[src/rtl/sram_like_arbiter_pkg.sv]
// sram_like_arbiter_pkg: shared encodings, FSM state type and channel-id width helper
package sram_like_arbiter_pkg;
    typedef enum logic [1:0] {SIZE_BYTE, SIZE_HALF, SIZE_WORD} size_e;
    typedef enum logic {IDLE, LOCKED} arb_state_e;
    function automatic int ch_id_w(input int n);
        return n > 1 ? $clog2(n) : 1;
    endfunction
endpackage

[src/rtl/sram_like_arbiter_order_fifo.sv]
// arb_order_fifo: in-order channel-id queue; same-cycle push and pop are legal
module arb_order_fifo #(
    parameter int W     = 1,
    parameter int DEPTH = 4
) (
    input  logic                       clk,
    input  logic                       resetn,
    input  logic                       push,
    input  logic                       pop,
    input  logic [W-1:0]               din,
    output logic [W-1:0]               dout,
    output logic                       full,
    output logic                       empty,
    output logic [$clog2(DEPTH):0]     count
);
    localparam int AW = $clog2(DEPTH);
    logic [W-1:0] mem [DEPTH];
    logic [AW-1:0] wp, rp;
    logic do_push, do_pop;
    assign full    = count == ($clog2(DEPTH)+1)'(DEPTH);
    assign empty   = count == '0;
    assign do_push = push & ~full;
    assign do_pop  = pop & ~empty;
    assign dout    = mem[rp];
    always_ff @(posedge clk) begin
        if (do_push) mem[wp] <= din;
    end
    always_ff @(posedge clk or negedge resetn) begin
        if (!resetn) begin
            wp    <= '0;
            rp    <= '0;
            count <= '0;
        end else begin
            wp    <= wp + AW'(do_push);
            rp    <= rp + AW'(do_pop);
            count <= count + ($clog2(DEPTH)+1)'(do_push) - ($clog2(DEPTH)+1)'(do_pop);
        end
    end
endmodule

[src/rtl/sram_like_arbiter.sv]
// sram_like_arbiter: merges NUM_CH sram-like masters onto one slave, routing in-order responses back
module sram_like_arbiter
    import sram_like_arbiter_pkg::*;
#(
    parameter int NUM_CH          = 2,
    parameter int ADDR_W          = 32,
    parameter int DATA_W          = 32,
    parameter int MAX_OUTSTANDING = 4,
    parameter int RR_MODE         = 1
) (
    input  logic                          clk,
    input  logic                          resetn,
    input  logic [NUM_CH-1:0]             m_req,
    input  logic [NUM_CH-1:0]             m_wr,
    input  logic [2*NUM_CH-1:0]           m_size,
    input  logic [DATA_W/8*NUM_CH-1:0]    m_wstrb,
    input  logic [ADDR_W*NUM_CH-1:0]      m_addr,
    input  logic [DATA_W*NUM_CH-1:0]      m_wdata,
    output logic [NUM_CH-1:0]             m_addr_ok,
    output logic [NUM_CH-1:0]             m_data_ok,
    output logic [DATA_W-1:0]             m_rdata,
    output logic                          s_req,
    output logic                          s_wr,
    output logic [1:0]                    s_size,
    output logic [DATA_W/8-1:0]           s_wstrb,
    output logic [ADDR_W-1:0]             s_addr,
    output logic [DATA_W-1:0]             s_wdata,
    input  logic                          s_addr_ok,
    input  logic                          s_data_ok,
    input  logic [DATA_W-1:0]             s_rdata,
    output logic [$clog2(MAX_OUTSTANDING):0] outstanding,
    output logic                          proto_err
);
    localparam int ID_W = ch_id_w(NUM_CH);
    localparam int SB_W = DATA_W/8;
    arb_state_e state, state_n;
    logic [ID_W-1:0] lock_id, lock_n, ptr, winner, sel, head;
    logic full, empty, accept, pop;
    // Scan from the base upward so the first requester at or after it wins.
    function automatic logic [ID_W-1:0] pick(input logic [NUM_CH-1:0] req, input logic [ID_W-1:0] base);
        logic [ID_W-1:0] w = '0;
        for (int i = NUM_CH-1; i >= 0; i--) begin
            logic [ID_W-1:0] k = ID_W'(RR_MODE != 0 ? (int'(base) + i) % NUM_CH : i);
            if (req[k]) w = k;
        end
        return w;
    endfunction
    assign winner = pick(m_req, ptr);
    always_comb begin
        state_n = state;
        lock_n  = lock_id;
        sel     = winner;
        s_req   = 1'b0;
        if (state == LOCKED) begin
            sel   = lock_id;
            s_req = ~full;
            if (s_addr_ok && !full) state_n = IDLE;
        end else if (|m_req && !full) begin
            s_req = 1'b1;
            if (!s_addr_ok) begin
                state_n = LOCKED;
                lock_n  = winner;
            end
        end
    end
    assign accept    = s_req & s_addr_ok;
    assign pop       = s_data_ok & ~empty;
    assign m_addr_ok = accept ? NUM_CH'(1) << sel : '0;
    assign m_data_ok = pop ? NUM_CH'(1) << head : '0;
    assign m_rdata   = pop ? s_rdata : '0;
    assign s_wr      = s_req & m_wr[sel];
    assign s_size    = s_req ? m_size[int'(sel)*2 +: 2] : '0;
    assign s_wstrb   = s_req ? m_wstrb[int'(sel)*SB_W +: SB_W] : '0;
    assign s_addr    = s_req ? m_addr[int'(sel)*ADDR_W +: ADDR_W] : '0;
    assign s_wdata   = s_req ? m_wdata[int'(sel)*DATA_W +: DATA_W] : '0;
    always_ff @(posedge clk or negedge resetn) begin
        if (!resetn) begin
            state     <= IDLE;
            lock_id   <= '0;
            ptr       <= '0;
            proto_err <= 1'b0;
        end else begin
            state   <= state_n;
            lock_id <= lock_n;
            if (accept) ptr <= ID_W'((int'(sel) + 1) % NUM_CH);
            if (s_data_ok && empty) proto_err <= 1'b1;
        end
    end
    arb_order_fifo #(.W(ID_W), .DEPTH(MAX_OUTSTANDING)) u_fifo (
        .clk(clk), .resetn(resetn), .push(accept), .pop(pop), .din(sel),
        .dout(head), .full(full), .empty(empty), .count(outstanding)
    );
endmodule

[config.mk]
export PLATFORM = sky130hd
export DESIGN_NAME = sram_like_arbiter
export DESIGN_NICKNAME = d
export VERILOG_FILES = /design/src/rtl/sram_like_arbiter_pkg.sv /design/src/rtl/sram_like_arbiter_order_fifo.sv /design/src/rtl/sram_like_arbiter.sv
export SDC_FILE = /design/constraint.sdc
export NUM_CORES = 1
export LEC_CHECK = 0
export ABC_AREA = 1
export BUFFER_PORTS_ARGS = -buffer_cell sky130_fd_sc_hd__buf_2
export CORE_AREA = 2 2 114 116
export CTS_BUF_LIST = sky130_fd_sc_hd__clkbuf_16
export DETAILED_ROUTE_END_ITERATION = 7
export DIE_AREA = 0 0 116 118
export GPL_TIMING_DRIVEN = 0
export PLACE_DENSITY = 0.64
export SKIP_CTS_REPAIR_TIMING = 1
export SLEW_MARGIN = 20
export SYNTH_ARGS = -nofsm -noshare
export SYNTH_HDL_FRONTEND = slang
export SYNTH_HIERARCHICAL = 1
export SYNTH_SLANG_ARGS = --single-unit
export TNS_END_PERCENT = 1
[constraint.sdc]
create_clock -name clk -period 3.8 [get_ports clk]
set_clock_uncertainty 0.15 [all_clocks]
set_input_delay 0.38 -clock clk [delete_from_list [all_inputs] [get_ports clk]]
set_output_delay 0.38 -clock clk [all_outputs]
set_load 0.05 [all_outputs]
### Word-level counts from Yosys, hierarchy flattened

Memory sizes are Yosys's and may differ from the RTL's.
Cells that the tools add are included.

* word-level logic and storage cells: 64
* bits in writable memories: 4
* output and inout port bits: 112
* memories kept: 1
* input bits: 180
* register bits: 11

Memory list
* u_fifo.mem: words 4, bits a word 1, read ports 1, clocked after Yosys merged registers in 0, wr ports 1, line sram_like_arbiter_order_fifo.sv:17 `logic [W-1:0] mem [DEPTH];`

* add/sub/neg operators: 6
* mux-type cells: 24
* eq/ne operators: 1
* order comparisons: 3
* bitwise gates (word level): 9
* shift-type cells: 6
* reductions and logical operators: 7

Operator list (number)
* variable part select 64 x 7 -> 32 bit: 2
* two-way mux 32 bit: 3
* two-way mux 1 bit: 17
* variable part select 8 x 4 -> 4 bit: 1
* less-than comparator 1 x 2 -> 1 bit (second input constant): 3
* two-way mux 2 bit: 3
* bitwise AND 1 bit: 5
* adder 2 x 1 -> 2 bit: 2
* two-way mux 4 bit: 1
* NOT 1 bit: 4
* variable part select 4 x 3 -> 2 bit: 1
* left shift 1 x 1 -> 2 bit (first input constant): 2
* adder 3 x 1 -> 3 bit: 1
* equality test 3 bit (second input constant): 1
* logical AND 1 bit: 3
* zero test 3 bit: 1
* AND reduction 3 bit: 1
* subtractor 3 x 1 -> 3 bit: 1
* adder 1 bit (second input constant): 2
* OR reduction 2 bit: 1
* zero test 1 bit: 1

### Logic depth before layout (Yosys ltp)

* depth after elaboration: 9
* depth in mapped cells: 12
* mapped depth without buffers: 12

### Modules after synthesis

Netlist, hierarchy kept.

By module, submodules not included
* sram_like_arbiter: seq. area each 100.1 um2, cells each 493, times used 1, area an instance 2232.1 um2
* arb_order_fifo: seq. area each 295.3 um2, cells each 57, times used 1, area an instance 554.3 um2

### Worst setup path before layout

No wires, ideal clock.

* path type: flip-flop to output port
* start: register u_fifo.count[2]
* end: output port m_rdata[10]
* arrival: 2303 ps
* buffers on the path: 1
* slack: 967 ps
* cell stages (with the launch flop): 8
* path through: dfrtp_1 > inv_1 > nand2_2 > inv_1 > nor2_1 > clkinv_1 > clkbuf_1 > nor2_1

* word-level cells in the longest chain between the ends: 4

Ends and longest elaborated chain
* start: declaration: line sram_like_arbiter_order_fifo.sv:14 `output logic [$clog2(DEPTH):0] count`
* start signal: assignment: line sram_like_arbiter_order_fifo.sv:36 `count <= count + ($clog2(DEPTH)+1)'(do_push) - ($clog2(DEPTH)+1)'(do_pop);`
* zero test 3 bit: line sram_like_arbiter_order_fifo.sv:21 `assign empty = count == '0;`
* via empty: line sram_like_arbiter.sv:38 `logic full, empty, accept, pop;`
* NOT 1 bit: line sram_like_arbiter.sv:67 `assign pop = s_data_ok & ~empty;`
* bitwise AND 1 bit: line sram_like_arbiter.sv:67
* via pop: line sram_like_arbiter.sv:38
* two-way mux 32 bit: line sram_like_arbiter.sv:70 `assign m_rdata = pop ? s_rdata : '0;`
* end: declaration: line sram_like_arbiter.sv:21 `output logic [DATA_W-1:0] m_rdata,`

The timed path passes the listed nets, and every way through them passes these cells.

### Final worst setup path

* start: register u_fifo.count[0]
* end: output port m_rdata[12]

The elaborated chain is that of the path after synthesis.

==> results.cfg <==
[clocking]
clock_path_buffers = 2
cts_root_buffer = clkbuf_16
clock_sinks = 15
htree_levels = 1
numCtsBuffers = 3
clock_latency_ns = 0.24
clk_pin_slew_worst_paths_ns = 0.05
cts_tree = yes

[critical_path]
critPathLaunch = u_fifo/count[0]
crit_arrival_ns = 2.24
start_kind = register
r2r_slack_ns = 1.22
cp-end-kind = primary output
timing.rr.start = u_fifo/count[1]
worstPathRequired_ns = 3.27
slowest_delay_ns = 0.47
slowest_stage = dfrtp_1
path_cells = nor2_2 > nand2_2 > inv_1 > nor2_1 > clkinv_1 > clkbuf_1 > nor2_1 > buf_2
r2r_cells = 12
criticalPathCategory = reg -> out
r2r-end = u_fifo/count[2]
critPathMaxFanout = 10
path_common_cell = nor2_1

[min_path]
hold_end = proto_err
hold_start = s_data_ok
whs_path_depth = 2
hp-class = in -> reg

[logic_synthesis]
synth-edff-count = 4
ys_ff_latch = 15
ys_seq_area_frac = 0.142
ys_types = 28
syn_inst = 550
yosysMostFrequentCell = nor2_1
synth_ff_type = dfrtp_1
synth_nets = 733
async_flop_share = 0.733
synth_area_sq_mm = 0.00279
ys_warn_count = 6
synth_common_cells = nor2_1, inv_1, nand2_1, nand3_1, a21oi_1
syn_area_per_cell_sq_um = 5.07
synth_largest_area_cell = nor2_1
synthDominantCellAreaShare = 0.158
synth.area.top_cells = nor2_1, inv_1, nand3_1

[layout]
nets = 1030
area_growth_pct = 63.4
drive_above_1_share = 0.389
fin_util = 0.367

[timing]
hold_viol_final = 0
report.final.slew_viol_count = 0
finalCritPeriodShare = 0.729
finalWorstSetupSlack_ns = 1.03
period_needed_ns = 2.77
setup-violations-final = 0
max-slew-margin-rel = 0.630
worstMarginPinSlew_ns = 0.554
tns_ns = 0
rsz0062_at_grt = false
fmax_mhz = 361

[global_routing]
grt_overflow = 0
grt_pass1_wl_microns = 18100
grt_usage = 0.163
grt_pass1_vias = 3766
grt_max_degree = 12
antenna_found_initial = 4

[route]
viasPerCell = 4.21
vias = 4292
wl_per_cell_microns = 12.1
detail-route-antenna-nets = 0
drt_iter0_markers = 154
drtPass1Iterations = 5
drc = 0
drt-total-wl_microns = 12300

[floorplanning]
rows = 41
core_sq_mm = 0.0124
io_pins = 292
start_util = 0.224
die_w_microns = 116
fp.dieArea_sq_mm = 0.0137
fp.dieH_microns = 118

[outcome]
status = finished, final reports clean

[placement]
gp_congestion = 0.896
post-dp-hpwl_microns = 10200
port_buffers = 291
place_ws_ns = 1.20

[power]
seqPwrFrac = 0.068
p_clk_frac = 0.043
p_leak_nw = 3.12
p_switching_mw = 3.27
sw_frac_of_total = 0.708
p_int_mw = 1.35
peakVddDrop_mv = 0.513
p_per_area_mw_per_mm2 = 1020
share_comb_of_total_power = 0.889

[flow_run]
drv_cap = 0
[cells in the final DEF (no fill, tap or decap), drive strengths merged]
master / Yosys / routed
buf: 27 / 318
clkinv: 1 / 1
o21ai: 6 / 6
inv: 116 / 117
clkbuf: 13 / 16
fa: 1 / 1
edfxtp: 4 / 4
diode: 0 / 2
dfrtp: 11 / 11
dlygate4sd3: 0 / 1
nand2: 97 / 97
nand3: 74 / 74
nand4: 1 / 1
nor2: 118 / 118
xnor2: 1 / 1
and2: 1 / 1
a21o: 1 / 1
ha: 2 / 2
a21oi: 73 / 73
xor2: 1 / 1
a21boi: 2 / 2
[state kept, by name (all words and copies together) (netlist names)]
name	flops
ptr	1
u_fifo/wp	2
u_fifo/mem	4
proto_err	1
state	1
u_fifo/rp	2
u_fifo/count	3
lock_id	1
[worst max-delay path, delay by kind of cell (launching register included)]
family                 cells  cell delay, ns
and+or+nand+nor            4            0.65
buffers and inverters      4            0.88
DFF                        1            0.47
[area by class of cell]
class | count | area (sq um)
diodes | 2 | 5.00
multi-input cells | 378 | 1720
inverters | 117 | 439
well taps | 172 | 215
plain buffers | 40 | 236
clock buffers | 3 | 75.1
repair buffers | 292 | 1470
flip-flops and latches | 15 | 395
fillers | 1477 | 7860
clock inverters | 1 | 3.75
[per-layer routing]
| metal | vias to the layer above | GRT usage | wire length [microns] |
|---|---|---|---|
| li1 | 2264 | - | - |
| met1 | 1816 | 0.184 | 4840 |
| met2 | 196 | 0.313 | 6180 |
| met3 | 12 | 0.0340 | 1180 |
| met4 | 4 | 0.0268 | 112 |
| met5 | - | 0 | 27 |
[worst max-delay path by stage]
stage,to,slack [ns],cells after the start
2_1_floorplan,m_rdata[10],0.97,7
3_3_place_gp,u_fifo/count[2],1.20,12
3_5_place_dp,u_fifo/count[2],1.20,12
4_1_cts,m_rdata[12],0.97,8
5_1_grt,m_rdata[12],0.83,8
6_report,m_rdata[12],1.03,8
[logic make-up after synthesis]
family / after synthesis / synth area share
XOR/XNOR: 2 / 0.00629
AO/OA/AOI/OAI: 82 / 0.161
flip-flops: 15 / 0.142
AND/OR/NAND/NOR: 291 / 0.432
buffers and inverters: 157 / 0.242
adder cells (fa/ha/maj): 3 / 0.0162
[metrics by stage]
stage               hold WS, ns  total power [mW]  std cells  area (sq um)
floorplan               -0.0656              3.49        550          2790
global placement          0.111              4.44       1013          4460
finish                    0.202              4.63       1020          4550
global route              0.211              4.93       1019          4550
detailed placement        0.116              4.45       1013          4460
CTS                      -0.140              4.66       1017          4540
[power by group through the flow]
stage | Clock (mW) | Sequential [mW] | Combinational [mW]
after floorplan | 0 | 0.379 | 3.11
after global placement | 0 | 0.316 | 4.13
after detailed placement | 0 | 0.318 | 4.13
after CTS | 0.204 | 0.316 | 4.14
after global routing | 0.213 | 0.324 | 4.39
final | 0.201 | 0.315 | 4.11
No activity file was read; power rests on OpenSTA's default activity.
